**config.mk**
```make
export PLATFORM = sky130hd
export DESIGN_NAME = pulse_event_arbiter_flat
export DESIGN_NICKNAME = d
export VERILOG_FILES = /design/src/rtl/pulse_event_arbiter_pkg.sv /design/src/rtl/pulse_event_arbiter_if.sv /design/src/rtl/pulse_event_arbiter_event_capture.sv /design/src/rtl/pulse_event_arbiter.sv /design/src/flat_wrapper.sv
export SDC_FILE = /design/constraint.sdc
export NUM_CORES = 1
export LEC_CHECK = 0
export CAP_MARGIN = 25
export CORE_MARGIN = 5
export CORE_UTILIZATION = 42
export DETAILED_ROUTE_END_ITERATION = 6
export GPL_TIMING_DRIVEN = 1
export PLACE_DENSITY = 0.83
export SLEW_MARGIN = 20
export SYNTH_ARGS = -nofsm -noshare
export SYNTH_HDL_FRONTEND = slang
export SYNTH_SLANG_ARGS = --single-unit
export TNS_END_PERCENT = 20
```
**constraint.sdc**
```tcl
create_clock -name clock -period 1.5 [get_ports clock]
set_clock_uncertainty 0.15 [all_clocks]
set_input_delay 0.375 -clock clock [delete_from_list [all_inputs] [get_ports clock]]
set_output_delay 0.375 -clock clock [all_outputs]
set_load 0.05 [all_outputs]
```
**src/rtl/pulse_event_arbiter_pkg.sv**
```systemverilog
// Shared definitions for the pulse event arbiter.
// Holds the arbitration FSM state encoding used by the top level.
package pulse_event_arbiter_pkg;

    typedef enum logic [1:0] {
        ST_IDLE  = 2'd0,
        ST_OFFER = 2'd1,
        ST_ARB   = 2'd2
    } arb_state_e;

endpackage

```
**src/rtl/pulse_event_arbiter_if.sv**
```systemverilog
// Event handshake between the arbiter and its single FSM consumer.
//   event_valid : an event is offered (arbiter -> consumer)
//   event_index : source number of the offered event (arbiter -> consumer)
//   event_ready : consumer accepts the offered event this cycle (consumer -> arbiter)
interface pulse_event_arbiter_if #(
    parameter int unsigned INDEX_WIDTH = 2
) ();

    logic                   event_valid;
    logic [INDEX_WIDTH-1:0] event_index;
    logic                   event_ready;

    modport master (
        output event_valid,
        output event_index,
        input  event_ready
    );

    modport slave (
        input  event_valid,
        input  event_index,
        output event_ready
    );

endinterface

```
**src/rtl/pulse_event_arbiter_event_capture.sv**
```systemverilog
// Per-source pending/overrun latch.
//   clock, reset_n : clock and asynchronous active-low reset
//   event_pulse    : source pulse, each high cycle is one event
//   accept         : the pending event of this source is accepted this cycle
//   overrun_clear  : clears the sticky overrun bit
//   pending        : latched event awaiting acceptance
//   overrun        : sticky, a pulse arrived while an unaccepted event was pending
module pulse_event_arbiter_event_capture (
    input  logic clock,
    input  logic reset_n,
    input  logic event_pulse,
    input  logic accept,
    input  logic overrun_clear,
    output logic pending,
    output logic overrun
);

    logic pending_q, pending_d;
    logic overrun_q, overrun_d;

    always_comb begin
        // A pulse coinciding with acceptance re-arms the latch, so the new event survives.
        pending_d = event_pulse | (pending_q & ~accept);
        // Setting wins over a simultaneous clear.
        overrun_d = (event_pulse & pending_q & ~accept) | (overrun_q & ~overrun_clear);
    end

    always_ff @(posedge clock or negedge reset_n) begin
        if (!reset_n) begin
            pending_q <= 1'b0;
            overrun_q <= 1'b0;
        end else begin
            pending_q <= pending_d;
            overrun_q <= overrun_d;
        end
    end

    assign pending = pending_q;
    assign overrun = overrun_q;

endmodule

```
**src/rtl/pulse_event_arbiter.sv**
```systemverilog
// Collects single-cycle event pulses from EVENT_COUNT sources, latches them as
// pending levels and offers them one at a time, round-robin, to one consumer.
//   clock, reset_n : clock and asynchronous active-low reset
//   event_pulse    : per-source event pulses
//   event_mask     : 1 = source eligible for grant (masked events still latch)
//   pending        : current latch state, unmasked
//   overrun        : sticky per-source overrun flags
//   overrun_clear  : per-bit clear of overrun
//   evt            : valid/index/ready handshake toward the consumer
module pulse_event_arbiter
    import pulse_event_arbiter_pkg::*;
#(
    parameter int unsigned EVENT_COUNT = 4,
    parameter int unsigned INDEX_WIDTH = 2
) (
    input  logic                   clock,
    input  logic                   reset_n,
    input  logic [EVENT_COUNT-1:0] event_pulse,
    input  logic [EVENT_COUNT-1:0] event_mask,
    output logic [EVENT_COUNT-1:0] pending,
    output logic [EVENT_COUNT-1:0] overrun,
    input  logic [EVENT_COUNT-1:0] overrun_clear,
    pulse_event_arbiter_if.master  evt
);

    if (EVENT_COUNT < 2 || EVENT_COUNT > 32 || INDEX_WIDTH != $clog2(EVENT_COUNT)) begin : g_param_check
        $error("pulse_event_arbiter: EVENT_COUNT must be 2..32 and INDEX_WIDTH must equal clog2(EVENT_COUNT)");
    end

    // First set bit at or above ptr, wrapping modulo EVENT_COUNT.
    function automatic logic [INDEX_WIDTH-1:0] rr_pick(
        input logic [EVENT_COUNT-1:0] elig,
        input logic [INDEX_WIDTH-1:0] ptr
    );
        logic [INDEX_WIDTH-1:0] pick;
        logic                   found;
        int unsigned            idx;
        pick  = '0;
        found = 1'b0;
        for (int unsigned k = 0; k < EVENT_COUNT; k++) begin
            idx = (32'(ptr) + k) % EVENT_COUNT;
            if (!found && elig[idx]) begin
                pick  = idx[INDEX_WIDTH-1:0];
                found = 1'b1;
            end
        end
        return pick;
    endfunction

    arb_state_e             state_q, state_d;
    logic                   valid_q, valid_d;
    logic [INDEX_WIDTH-1:0] index_q, index_d;
    logic [INDEX_WIDTH-1:0] ptr_q, ptr_d;

    logic                   accept;
    logic [EVENT_COUNT-1:0] accept_vec;
    logic [EVENT_COUNT-1:0] eligible;

    assign eligible = pending & event_mask;
    // valid_q is only high in OFFER, so this is the handshake completing.
    assign accept   = valid_q & evt.event_ready;

    always_comb begin
        accept_vec = '0;
        if (accept) begin
            accept_vec[index_q] = 1'b1;
        end
    end

    for (genvar i = 0; i < EVENT_COUNT; i++) begin : g_capture
        pulse_event_arbiter_event_capture u_capture (
            .clock         (clock),
            .reset_n       (reset_n),
            .event_pulse   (event_pulse[i]),
            .accept        (accept_vec[i]),
            .overrun_clear (overrun_clear[i]),
            .pending       (pending[i]),
            .overrun       (overrun[i])
        );
    end

    always_comb begin
        state_d = state_q;
        valid_d = valid_q;
        index_d = index_q;
        ptr_d   = ptr_q;
        case (state_q)
            ST_IDLE: begin
                if (|eligible) begin
                    index_d = rr_pick(eligible, ptr_q);
                    valid_d = 1'b1;
                    state_d = ST_OFFER;
                end
            end
            ST_OFFER: begin
                // Index and valid are frozen until the consumer takes the event.
                if (evt.event_ready) begin
                    valid_d = 1'b0;
                    ptr_d   = (32'(index_q) == EVENT_COUNT - 1) ? '0 : index_q + 1'b1;
                    state_d = ST_ARB;
                end
            end
            ST_ARB: begin
                // Gap cycle: lets the cleared pending bit and new pointer settle.
                state_d = ST_IDLE;
            end
            default: begin
                valid_d = 1'b0;
                state_d = ST_IDLE;
            end
        endcase
    end

    always_ff @(posedge clock or negedge reset_n) begin
        if (!reset_n) begin
            state_q <= ST_IDLE;
            valid_q <= 1'b0;
            index_q <= '0;
            ptr_q   <= '0;
        end else begin
            state_q <= state_d;
            valid_q <= valid_d;
            index_q <= index_d;
            ptr_q   <= ptr_d;
        end
    end

    assign evt.event_valid = valid_q;
    assign evt.event_index = index_q;

endmodule

```
**src/flat_wrapper.sv**
```systemverilog
// flat-port wrapper written by rule: the top's interface ports become plain ports
module pulse_event_arbiter_flat import pulse_event_arbiter_pkg::*;
#(
    parameter int unsigned EVENT_COUNT = 4,
    parameter int unsigned INDEX_WIDTH = 2
)
  (clock, reset_n, event_pulse, event_mask, pending, overrun, overrun_clear, evt_event_valid, evt_event_index, evt_event_ready);
  pulse_event_arbiter_if #(.INDEX_WIDTH(INDEX_WIDTH)) evt_i ();
  input  logic clock;
  input  logic reset_n;
  input  logic [EVENT_COUNT-1:0] event_pulse;
  input  logic [EVENT_COUNT-1:0] event_mask;
  output logic [EVENT_COUNT-1:0] pending;
  output logic [EVENT_COUNT-1:0] overrun;
  input  logic [EVENT_COUNT-1:0] overrun_clear;
  output wire logic [$bits(evt_i.event_valid)-1:0] evt_event_valid;
  output wire logic [$bits(evt_i.event_index)-1:0] evt_event_index;
  input wire logic [$bits(evt_i.event_ready)-1:0] evt_event_ready;
  assign evt_event_valid = evt_i.event_valid;
  assign evt_event_index = evt_i.event_index;
  assign evt_i.event_ready = evt_event_ready;
  pulse_event_arbiter #(.EVENT_COUNT(EVENT_COUNT), .INDEX_WIDTH(INDEX_WIDTH)) u_core (.clock(clock), .reset_n(reset_n), .event_pulse(event_pulse), .event_mask(event_mask), .pending(pending), .overrun(overrun), .overrun_clear(overrun_clear), .evt(evt_i));
endmodule
```
# --- Word level (Yosys, flattened, before mapping) ---
# Cells that the tools add are included.
word_totals:
  regBits: 15
  output_inout_bits: 11
classes:
  add_sub_neg: 4
  magnitude_cmp: 6
  eq_ne: 5
  mux: 31
  n_bitwise: 35
  n_reduce_logical: 13
ops:
  columns: ["op", "count"]
  rows:
  - ["$and 1x1->1", 17]
  - ["$mux 1", 16]
  - ["$lt 2x3->1 const B", 5]
  - ["$mux 2", 7]
  - ["$not 1->1", 9]
  - ["$bmux 1 s2", 4]
  - ["$or 1x1->1", 8]
  - ["$reduce_and 2->1", 3]
  - ["$add 2x1->2 const B", 2]
  - ["$add 2x2->2 const B", 2]
  - ["$and 4x4->4", 1]
  - ["$eq 2x2->1 const B", 2]
  - ["$logic_and 1x1->1", 4]
  - ["$mux 4", 1]
  - ["$pmux 2 s2", 1]
  - ["$reduce_or 4->1", 1]
  - ["$logic_not 1->1", 3]
  - ["$pmux 1 s3", 1]
  - ["$reduce_and 3->1", 1]
  - ["$demux 1 s2", 1]
  - ["$eq 2x1->1 const B", 1]
  - ["$ge 2x1->1 const B", 1]
  - ["$logic_not 2->1", 1]
  - ["$ne 2x1->1 const B", 1]
  - ["$ne 2x2->1 const B", 1]

# --- Logic depth before layout (Yosys ltp) ---
# Gate-level depths: netlist (run 1).
depth:
  word_depth: 19
  ltp_mapped: 5

# --- Modules after synthesis ---
# From an unflattened synthesis (run 1), not the netlist that was laid out.
unflattened:
  hier_cells: 71
  hier_area_um2: 738.2
modules_own_cells:
  columns: ["module", "n_inst", "cells_each", "area_each_um2", "seq_area_each_um2"]
  rows:
  - ["pulse_event_arbiter", 1, 47, 432.9, 175.2]
  - ["pulse_event_arbiter_event_capture", 4, 6, 76.3, 50.0]

# --- Least setup slack after synthesis (run 1) ---
# No wires, ideal clock.
synth_timing:
  path_kind: "register to register"
  startpoint: "reg u_core.index_q[0] (netlist: u_core.evt.event_index[0])"
  endpoint: "reg u_core.ptr_q[1]"
  setup_time_ns: 0.128
  t_arrival_ns: 1.358
  path_slack_ns: -0.136
  path_stages_with_launch: 4
  n_path_buf: 0
  cell_sequence: "dfrtp_1 -> inv_1 -> ha_1 -> mux2_1"
synth_via:
  elab_chain_len: 2
  word_cells_on_any_way: 3
  classes_between: "add/sub: 1; eq/ne: 1; mux: 1"
synth_rtl:
  columns: ["item", "line", "rtl"]
  rows:
  - ["start, declared", "pulse_event_arbiter.sv:52", "logic [INDEX_WIDTH-1:0] index_q, index_d;"]
  - ["start signal, assigned", "pulse_event_arbiter.sv:123", "index_q <= index_d;"]
  - ["$add 2x1->2 or $eq 2x2->1 (tied branches)", "pulse_event_arbiter.sv:99", "ptr_d = (32'(index_q) == EVENT_COUNT - 1) ? '0 : index_q + 1'b1;"]
  - ["$mux 2 (*)", "pulse_event_arbiter.sv:99", null]
  - ["end signal, assigned", "pulse_event_arbiter.sv:124", "ptr_q <= ptr_d;"]
  - ["end, declared", "pulse_event_arbiter.sv:53", "logic [INDEX_WIDTH-1:0] ptr_q, ptr_d;"]
# Mark *: on every way between the ends. The rest lies on a longest branch, timed or not.
# A chain may end at the register's enable or synchronous reset.

# --- Final worst setup path (run 1) ---
layout_timing:
  startpoint: "reg u_core.g_capture[1].u_capture.pending_q"
  endpoint: "out pending[1]"
layout_rtl:
  columns: ["item", "line", "rtl"]
  rows:
  - ["start, declared", "pulse_event_arbiter_event_capture.sv:18", "logic pending_q, pending_d;"]
  - ["start signal, assigned", "pulse_event_arbiter_event_capture.sv:33", "pending_q <= pending_d;"]
  - ["end, declared", "flat_wrapper.sv:13", "output logic [EVENT_COUNT-1:0] pending;"]
# No word-level cell between the ends.

==> metrics.md, run 1 <==
| Metric | Value |
|---|---|
| Via count | 747 |
| Final-layout setup total negative slack | -0.0331 ns |
| Setup violators final | 3 |
| Drt first pass iters | 4 |
| Area of the mapped netlist | 772 sq um |
| Post-detailed-placement half-perimeter wirelength | 1600 microns |
| Crit path arrival time | 0.99 ns |
| Maximum clock insertion buffer count | 2 |
| Final Instance Count excl. Fillers | 141 |
| Area grow syn2layout | 66.6% |
| Number of unique standard cell types used by synthesis | 24 |
| Hold Vio Cnt, Final | 0 |
| Failing checks | negative setup slack |
| Crit end category | primary output |
| CTS Buf Count | 3 |
| Largest voltage drop on the vdd net | 1.03 mV |
| Die Ht | 52.9 microns |
| Detailed Route Iter0 Violations | 27 |
| Placed cells | 133 |
| Antenna Diode Count | 0 |
| Portion of the clock cycle consumed by the worst path in the final layout | 1.01 |
| Final-report max-slew violation count | 0 |
| Port bufs | 25 |
| Relative slew margins | 0.830 |
| Largest net degree at the start of global routing | 16 |
| H-Tree Level Count | 1 |
| Crit path required time | 0.97 ns |
| Leakage power | 0.607 nW |
| ANT nets after route | 0 |
| Starting density of the core | 0.442 |
| Routed length per instance | 16.3 microns |
| Total number of placement rows | 15 |
| Clock transition at path regs | 0.10 ns |
| Warning count from the yosys run | 0 |
| Post-synthesis simple-gate area fraction | 0.130 |
| Worst slack after detailed placement | -0.383 ns |
| Number of nets in the layout | 136 |
| Overall routing resource usage | 0.192 |
| Critical Setup Path Class | register to primary output |
| Reported max-cap violation count | 0 |
| Main combinational cell family by area after synthesis | compound AO/OA/AOI/OAI gates |
| Class of the worst hold path | input port to async pin |
| Cell at the root of the clock tree | sky130_fd_sc_hd__clkbuf_4 |
| Core area | 1750 sq um |
| Post-Synth Adder-Cell Area | 0.0648 |
| Final Wtd Congestion | 0.922 |
| Footprint of the multi-input gates | 318 sq um |
| Gate Count Post-Synth | 78 |
| Highest net fanout along the worst path | 2 |
| First-pass GRT wire length | 3650 microns |
| DR vias/cell | 5.30 |
| Storage cell area | 379 sq um |
| Worst setup SP type | register |
| Synthesized-area fraction occupied by ao, oa, aoi and oai cells | 0.193 |
| DRC Markers | 0 |
| Aggregate global routing overflow | 0 |
| Clock period minus final worst setup slack | 1.52 ns |
| XOR/XNOR share of the synthesized area | 0 |
| Multiplexer fraction of the synthesized cell area | 0.0146 |
| Share of synthesized area occupied by flip-flops and latches | 0.486 |
| Antenna violations before repair | 0 |
| I/O pins | 26 |
| TritonCTS clock tree | yes |
| Register bit total from synthesis | 15 |
| Hold Worst Slack | 0.245 ns |
| Post-placement cell area | 1200 sq um |
| Unrepaired setup endpoints after global routing | true |
| Power density normalized to cell area | 1810 nW/um^2 |
| Number of fill cells | 109 |
| Mapped Nets | 97 |
| Wire length after detailed routing | 2290 microns |
| Result of the run | complete, but fails checks |
| Transition time of the tightest slew-check pin | 0.254 ns |
| Power consumption | 2.32 mW |
| Number of global-route vias before repair | 779 |
| Die area | 2800 sq um |
| Final setup margin | -0.0175 ns |
| Fraction of layout cells with a size suffix above 1 | 0.353 |
| Clock Latency Late Sink | 0.29 ns |
| Mean cell area of the mapped netlist | 9.90 sq um |
| Final cell utilization of the core | 0.737 |
| Number of clock sinks | 15 |
| Achievable Freq | 0.659 GHz |
| Die extent in x | 52.9 microns |
| Final std cell area, no fill | 1290 sq um |
==> Yosys cell counts (all sizes together) <==
master | instances | area (sq um)
a21o | 4 | 31.3
a21oi | 3 | 15.0
a22o | 1 | 8.76
a22oi | 1 | 7.51
a311o | 1 | 11.3
a31oi | 1 | 6.26
buf | 8 | 60.1
dfrtp | 15 | 375
ha | 4 | 50.1
inv | 7 | 26.3
mux2 | 1 | 11.3
nand2 | 8 | 32.5
nand2b | 1 | 6.26
nand3 | 10 | 50.1
nand3b | 1 | 7.51
nor2 | 1 | 3.75
o21a | 1 | 7.51
o21ai | 7 | 35.0
o22ai | 1 | 6.26
o31ai | 2 | 20.0
==> where the power goes <==
group	internal, mW	leakage (nW)	switching, mW
Clock	0.101	0.0139	0.144
Combinational	0.672	0.430	0.660
Sequential	0.550	0.163	0.195
==> sequential cells by signal (all words and copies together) (netlist names) <==
| register | count |
|---|---|
| u_core.ptr_q | 2 |
| u_core.evt.event_valid | 1 |
| u_core.g_capture.u_capture.pending | 4 |
| u_core.g_capture.u_capture.overrun | 4 |
| u_core.state_q | 2 |
| u_core.evt.event_index | 2 |
==> logic make-up after synthesis <==
logic type      Yosys count
compound gates           22
fa+ha+maj                 4
buf+inv                  15
flops                    15
mux                       1
simple gates             21
==> placed cells by master, fill, tap and decap left out, types with 2 or more instances in the layout <==
cell,synthesis,routed
sky130_fd_sc_hd__nand3_1,10,10
sky130_fd_sc_hd__a21oi_1,3,3
sky130_fd_sc_hd__ha_1,4,4
sky130_fd_sc_hd__buf_12,0,11
sky130_fd_sc_hd__dlygate4sd2_1,0,3
sky130_fd_sc_hd__buf_4,8,13
sky130_fd_sc_hd__a21o_1,3,3
sky130_fd_sc_hd__buf_6,0,4
sky130_fd_sc_hd__clkdlybuf4s50_1,0,10
sky130_fd_sc_hd__o21ai_0,6,6
sky130_fd_sc_hd__dfrtp_1,15,12
sky130_fd_sc_hd__inv_1,7,7
sky130_fd_sc_hd__clkbuf_4,0,3
sky130_fd_sc_hd__nand2_2,1,2
sky130_fd_sc_hd__dfrtp_2,0,3
sky130_fd_sc_hd__nand2_1,7,6
==> routing by layer <==
metal | global-route usage | part of all wire | vias to the layer above
met3 | 0.0563 | 0.088 | 9
met5 | 0 | 0 | -
met4 | 0.149 | 0.038 | 0
li1 | - | - | 339
met1 | 0.186 | 0.38 | 366
met2 | 0.335 | 0.50 | 33
==> final cells by class <==
type                            count  area share
Inverter                            7      0.0204
Clock inverter                      1     0.00584
Multi-Input combinational cell     48       0.247
Clock buffer                        3      0.0175
Timing Repair Buffer               42       0.390
Sequential cell                    15       0.295
Tap cell                           25      0.0243
==> worst max-delay path: stages, from the launching register on <==
cell	delay, ns
sky130_fd_sc_hd__dfrtp_1	0.43
sky130_fd_sc_hd__buf_6	0.14
sky130_fd_sc_hd__buf_12	0.14
==> repair_timing <==
| item | 4_1_cts | 5_1_grt |
|---|---|---|
| endpoints found under the setup margin | 9 | 7 |
| buffers inserted | 4 | 1 |
| endpoints found under the hold margin | 0 | 0 |
| hold buffers | 0 | 0 |
| resized for setup | 10 | 1 |
| pin swaps | 3 | 1 |
==> path summary, 6_finish.rpt <==
path	slack, ns	endpoint	startpoint	cells past startpoint
hold reg to reg	0.40	u_core.ptr_q[0]$_DFFE_PN0P_	u_core.ptr_q[0]$_DFFE_PN0P_	2
min in group clock	0.40	u_core.ptr_q[0]$_DFFE_PN0P_	u_core.ptr_q[0]$_DFFE_PN0P_	2
max in group asynchronous	0.76	u_core.evt.event_index[1]$_DFFE_PN0P_	reset_n	2
setup / recovery	-0.02	pending[1]	u_core.g_capture[1].u_capture.pending$_DFF_PN0_	2
setup reg to reg	-0.01	u_core.evt.event_index[1]$_DFFE_PN0P_	u_core.g_capture[2].u_capture.pending$_DFF_PN0_	5
hold / removal	0.25	u_core.g_capture[1].u_capture.overrun$_DFF_PN0_	reset_n	2
No activity file was read; power rests on OpenSTA's default activity.
==> inputs of run 2 (changes only) <==
--- a/config.mk
+++ b/config.mk
@@ -15,4 +15,4 @@
 export SYNTH_ARGS = -nofsm -noshare
 export SYNTH_HDL_FRONTEND = slang
 export SYNTH_SLANG_ARGS = --single-unit
-export TNS_END_PERCENT = 20
+export TNS_END_PERCENT = 50
==> metrics.md, run 2 (synthesis results as in run 1) <==
| Metric | Value |
|---|---|
| Result of the run | complete, but fails checks |
| Failing checks | negative setup slack |
| Drt first pass iters | 4 |
| Starting density of the core | 0.442 |
| Delay of the slowest cell on the worst path | 0.51 ns |
| Setup violators final | 4 |
| Power density normalized to cell area | 1830 nW/um^2 |
| Placed cells | 133 |
| Setup crit start | event_mask[3] |
| Crit end category | register |
| Antenna violations before repair | 0 |
| Reported net switching power | 1.04 mW |
| Reported max-cap violation count | 0 |
| Maximum clock insertion buffer count | 2 |
| Number of global-route vias before repair | 815 |
| R2R Path Start | u_core.g_capture[0].u_capture.pending$_DFF_PN0_ |
| Share of total power in the clock network | 0.104 |
| CP cell instances | clkdlybuf4s50_1, a22oi_2, a311o_2, a22o_1 |
| Buffering stage count on the worst path with inverters included | 1 |
| Final-report max-slew violation count | 0 |
| Detailed Route Iter0 Violations | 11 |
| Portion of the clock cycle consumed by the worst path in the final layout | 1.02 |
| Final Instance Count excl. Fillers | 142 |
| Largest net degree at the start of global routing | 16 |
| Hold Worst Slack | 0.232 ns |
| Relative slew margins | 0.797 |
| Worst setup SP type | input port |
| Fraction of layout cells with a size suffix above 1 | 0.376 |
| TritonCTS clock tree | yes |
| Port bufs | 25 |
| Post-detailed-placement half-perimeter wirelength | 1600 microns |
| Cell at the root of the clock tree | sky130_fd_sc_hd__clkbuf_4 |
| Via count | 767 |
| Internal power summed over all cells | 1.34 mW |
| Largest voltage drop on the vdd net | 1.21 mV |
| Aggregate global routing overflow | 0 |
| Die area | 2800 sq um |
| Master of the slowest instance on the critical path | sky130_fd_sc_hd__clkdlybuf4s50_1 |
| Achievable Freq | 0.657 GHz |
| Total number of placement rows | 15 |
| Die extent in x | 52.9 microns |
| Crit path arrival time | 1.55 ns |
| Top cell family by delay on the critical path | compound AO/OA/AOI/OAI gates |
| Leakage power | 0.604 nW |
| Area grow syn2layout | 68.9% |
| Overall routing resource usage | 0.202 |
| Hold Vio Cnt, Final | 0 |
| Die Ht | 52.9 microns |
| Antenna Diode Count | 0 |
| Power consumption | 2.38 mW |
| Class of the worst hold path | input port to async pin |
| Number of buffers inserted for hold repair after clock tree synthesis | 0 |
| ANT nets after route | 0 |
| Crit path required time | 1.53 ns |
| Wire length after detailed routing | 2490 microns |
| Unrepaired setup endpoints after global routing | true |
| Routed length per instance | 17.5 microns |
| Number of fill cells | 104 |
| Clock period minus final worst setup slack | 1.52 ns |
| Relative contribution of combinational cells to total power | 0.579 |
| Final setup margin | -0.0232 ns |
| Critical Setup Path Class | input port to register |
| Number of clock sinks | 15 |
| Most frequent standard cell in the layout excluding fill and tap cells | sky130_fd_sc_hd__buf_4 |
| Core area | 1750 sq um |
| Worst slack after detailed placement | -0.383 ns |
| DR vias/cell | 5.40 |
| I/O pins | 26 |
| First-pass GRT wire length | 3860 microns |
| Transition time of the tightest slew-check pin | 0.305 ns |
| Final Wtd Congestion | 0.922 |
| H-Tree Level Count | 1 |
| Sequential fraction of design power | 0.317 |
| Clock Latency Late Sink | 0.29 ns |
| DRC Markers | 0 |
| Clock transition at path regs | 0.10 ns |
| Number of nets in the layout | 137 |
| Highest net fanout along the worst path | 5 |
| Fraction of power spent switching nets | 0.436 |
| CTS Buf Count | 3 |
| Leading cell types in the layout, fill and taps excluded | sky130_fd_sc_hd__buf_4, sky130_fd_sc_hd__dfrtp_1, sky130_fd_sc_hd__clkdlybuf4s50_1, sky130_fd_sc_hd__buf_12, sky130_fd_sc_hd__nand3_1 |
[run 2: what timing repair did]
item	4_1_cts	5_1_grt
gates resized for setup	10	2
gates cloned	0	0
setup endpoints to repair	9	9
pin swaps	4	1
buffers inserted	5	1
hold endpoints to repair	0	0
[run 2: path summary, 6_finish.rpt]
check | to | slack [ns] | cells past startpoint
max | u_core.evt.event_index[1]$_DFFE_PN0P_ | -0.02 | 4
min | u_core.g_capture[0].u_capture.overrun$_DFF_PN0_ | 0.23 | 2
max reg2reg | u_core.evt.event_index[1]$_DFFE_PN0P_ | -0.02 | 4
min reg2reg | u_core.ptr_q[0]$_DFFE_PN0P_ | 0.41 | 2
max in group asynchronous | u_core.evt.event_index[1]$_DFFE_PN0P_ | 0.76 | 2
min in group clock | u_core.ptr_q[0]$_DFFE_PN0P_ | 0.41 | 2
[run 2: layer usage]
layer | vias to the layer above | part of all wire | track usage
li1 | 345 | - | -
met4 | 0 | 0.043 | 0.153
met5 | - | 0 | 0
met2 | 38 | 0.51 | 0.351
met1 | 375 | 0.38 | 0.200
met3 | 9 | 0.065 | 0.0563
[run 2: layout make-up]
cell class / instances / area [sq um] / area share
clock inverters: 1 / 7.51 / 0.00576
inverters: 7 / 26.3 / 0.0202
multi-input cells: 48 / 330 / 0.253
well taps: 25 / 31.3 / 0.0240
flip-flops and latches: 15 / 379 / 0.291
clock buffers: 3 / 22.5 / 0.0173
repair buffers: 43 / 507 / 0.389
[run 2: stage by stage]
step / util / instance area [sq um] / TNS, ns
final: 0.747 / 1300 / -0.0613
after global routing: 0.747 / 1300 / -0.193
after CTS: 0.735 / 1280 / -0.0141
after detailed placement: 0.690 / 1200 / -2.16
after global placement: 0.690 / 1200 / -1.73
after floorplan: - / 774 / 0
[run 2: worst reg2reg max path, stage by stage, from the launching register on]
cell and delay (ns):
sky130_fd_sc_hd__dfrtp_1 0.40, sky130_fd_sc_hd__buf_4 0.14, sky130_fd_sc_hd__nand2_2 0.07, sky130_fd_sc_hd__a311o_2 0.42
sky130_fd_sc_hd__a22o_1 0.23
[run 2: power by group through the flow]
stage | Combinational [mW] | Clock (mW) | Sequential (mW)
finish | 1.38 | 0.249 | 0.755
global route | 1.44 | 0.266 | 0.773
CTS | 1.33 | 0.250 | 0.734
detailed placement | 1.27 | 0 | 0.738
global placement | 1.23 | 0 | 0.729
floorplan | 0.583 | 0 | 0.810
==> inputs of run 3 (changes only) <==
--- a/config.mk
+++ b/config.mk
@@ -5,12 +5,13 @@
 export SDC_FILE = /design/constraint.sdc
 export NUM_CORES = 1
 export LEC_CHECK = 0
-export CAP_MARGIN = 25
+export CAP_MARGIN = 20
 export CORE_MARGIN = 5
 export CORE_UTILIZATION = 42
 export DETAILED_ROUTE_END_ITERATION = 6
 export GPL_TIMING_DRIVEN = 1
 export PLACE_DENSITY = 0.83
+export REMOVE_ABC_BUFFERS = 1
 export SLEW_MARGIN = 20
 export SYNTH_ARGS = -nofsm -noshare
 export SYNTH_HDL_FRONTEND = slang
==> metrics.md, run 3 (synthesis results as in run 1) <==
| Metric | Value |
|---|---|
| Result of the run | complete, no violations |
| Final-layout setup total negative slack | 0 ns |
| Antenna violations before repair | 0 |
| CTS Buf Count | 3 |
| Maximum clock insertion buffer count | 2 |
| R2r setup slk | 0.03 ns |
| Setup violators final | 0 |
| Fraction of layout cells with a size suffix above 1 | 0.325 |
| Cell count of the worst reg-to-reg path | 4 |
| Number of clock sinks | 15 |
| Number of buffers inserted for hold repair after clock tree synthesis | 0 |
| Leading cell types in the layout, fill and taps excluded | sky130_fd_sc_hd__dfrtp_1, sky130_fd_sc_hd__clkdlybuf4s50_1, sky130_fd_sc_hd__buf_12, sky130_fd_sc_hd__nand3_1, sky130_fd_sc_hd__buf_4 |
| DRC Markers | 0 |
| Aggregate global routing overflow | 0 |
| Area grow syn2layout | 66.0% |
| Portion of the clock cycle consumed by the worst path in the final layout | 0.996 |
| Final Wtd Congestion | 0.950 |
| Routed length per instance | 16.1 microns |
| Unrepaired setup endpoints after global routing | true |
| Antenna Diode Count | 0 |
| Crit path required time | 0.97 ns |
| Destination of the worst register-to-register timing path | u_core.evt.event_index[1]$_DFFE_PN0P_ |
| Worst setup SP type | register |
| Most frequent standard cell in the layout excluding fill and tap cells | sky130_fd_sc_hd__dfrtp_1 |
| Power density normalized to cell area | 1810 nW/um^2 |
| Port bufs | 25 |
| Post-detailed-placement half-perimeter wirelength | 1740 microns |
| Buffering stage count on the worst path with inverters included | 2 |
| CP cell instances | buf_6, buf_12 |
| Critical Setup Path Class | register to primary output |
| First-pass GRT wire length | 3570 microns |
| Delay of the slowest cell on the worst path | 0.41 ns |
| Largest voltage drop on the vdd net | 1.12 mV |
| Clock Latency Late Sink | 0.28 ns |
| Die area | 2800 sq um |
| Hold Vio Cnt, Final | 0 |
| Starting density of the core | 0.442 |
| Reported max-cap violation count | 0 |
| Total number of placement rows | 15 |
| Final Instance Count excl. Fillers | 139 |
| Final-report max-slew violation count | 0 |
| Core area | 1750 sq um |
| Cell at the root of the clock tree | sky130_fd_sc_hd__clkbuf_4 |
| Clock period minus final worst setup slack | 1.49 ns |
| Overall routing resource usage | 0.179 |
| Clock transition at path regs | 0.09 ns |
| Wire length after detailed routing | 2240 microns |
| Master of the slowest instance on the critical path | sky130_fd_sc_hd__dfrtp_1 |
| H-Tree Level Count | 1 |
| Final cell utilization of the core | 0.734 |
| Highest net fanout along the worst path | 5 |
| DR vias/cell | 5.46 |
| Top cell family by delay on the critical path | flip-flops |
| Via count | 759 |
| Class of the worst hold path | input port to async pin |
| Crit path arrival time | 0.97 ns |
| Relative slew margins | 0.803 |
| Transition time of the tightest slew-check pin | 0.295 ns |
| Placed cells | 133 |
| TritonCTS clock tree | yes |
| Crit end category | primary output |
| Hold Worst Slack | 0.278 ns |
| Number of nets in the layout | 134 |
| Die extent in x | 52.9 microns |
| I/O pins | 26 |
| Detailed Route Iter0 Violations | 21 |
| Achievable Freq | 0.669 GHz |
| R2R Path Start | u_core.g_capture[3].u_capture.pending$_DFF_PN0_ |
| Die Ht | 52.9 microns |
| Number of global-route vias before repair | 781 |
| Setup crit start | u_core.g_capture[2].u_capture.pending$_DFF_PN0_ |
| Largest net degree at the start of global routing | 16 |
| Leakage power | 0.594 nW |
| ANT nets after route | 0 |
| Drt first pass iters | 4 |
run 3: cell types whose count changed in the layout (fill, tap and decap cells not counted), sizes merged:
cell	previous run	this run
buf	29	26
clkbuf	3	4
clkinvlp	1	0
run 3: area by class of cell:
cell class | instances | area [sq um]
clock buffer | 4 | 26.3
fill | 125 | 464
inverter | 7 | 26.3
multi-input combinational | 48 | 333
sequential | 15 | 377
tap | 25 | 31.3
timing repair buffer | 40 | 488
run 3: report_power, final:
part | leakage [nW] | total (mW) | internal, mW | switching [mW]
registers | 0.165 | 0.737 | 0.544 | 0.192
clock network | 0.0150 | 0.226 | 0.103 | 0.123
logic | 0.414 | 1.35 | 0.680 | 0.674
run 3: worst max-delay path by stage:
stage / depth (start not counted) / slack (ns) / end
2_1_floorplan: 3 / -0.27 / u_core.evt.event_index[1]$_DFFE_PN0P_
3_3_place_gp: 4 / -0.35 / u_core.evt.event_index[1]$_DFFE_PN0P_
3_5_place_dp: 4 / -0.43 / u_core.evt.event_index[1]$_DFFE_PN0P_
4_1_cts: 4 / -0.005 / u_core.evt.event_index[1]$_DFFE_PN0P_
5_1_grt: 2 / -0.03 / evt_event_index[0]
6_report: 2 / 0.006 / pending[2]
run 3: worst register-to-register path, delay by kind of cell, from the launching register on:
| family | cells | cell delay, ns |
|---|---|---|
| compound gates | 3 | 0.71 |
| buf+inv | 1 | 0.12 |
| flops | 1 | 0.37 |
run 3: per-stage QoR:
step                      setup WS (ns)  power (mW)  instance area [sq um]
after global placement           -0.347        1.98                   1200
after detailed placement         -0.431        2.03                   1200
final                           0.00626        2.32                   1280
after floorplan                  -0.265        1.31                    712
after CTS                      -0.00466        2.31                   1260
after global routing            -0.0263        2.44                   1280
run 3: routing by layer:
layer,track usage,routed length (microns),vias up
li1,-,-,338
met1,0.195,855,358
met2,0.331,1130,49
met3,0.0254,148,14
met4,0.0936,105,0
met5,0,0,-
run 3: what timing repair did:
| item | CTS | global route |
|---|---|---|
| buffers inserted | 2 | 1 |
| pin swaps | 3 | 2 |
| endpoints found under the hold margin | 0 | 0 |
| gates resized for setup | 8 | 6 |
| endpoints found under the setup margin | 8 | 10 |
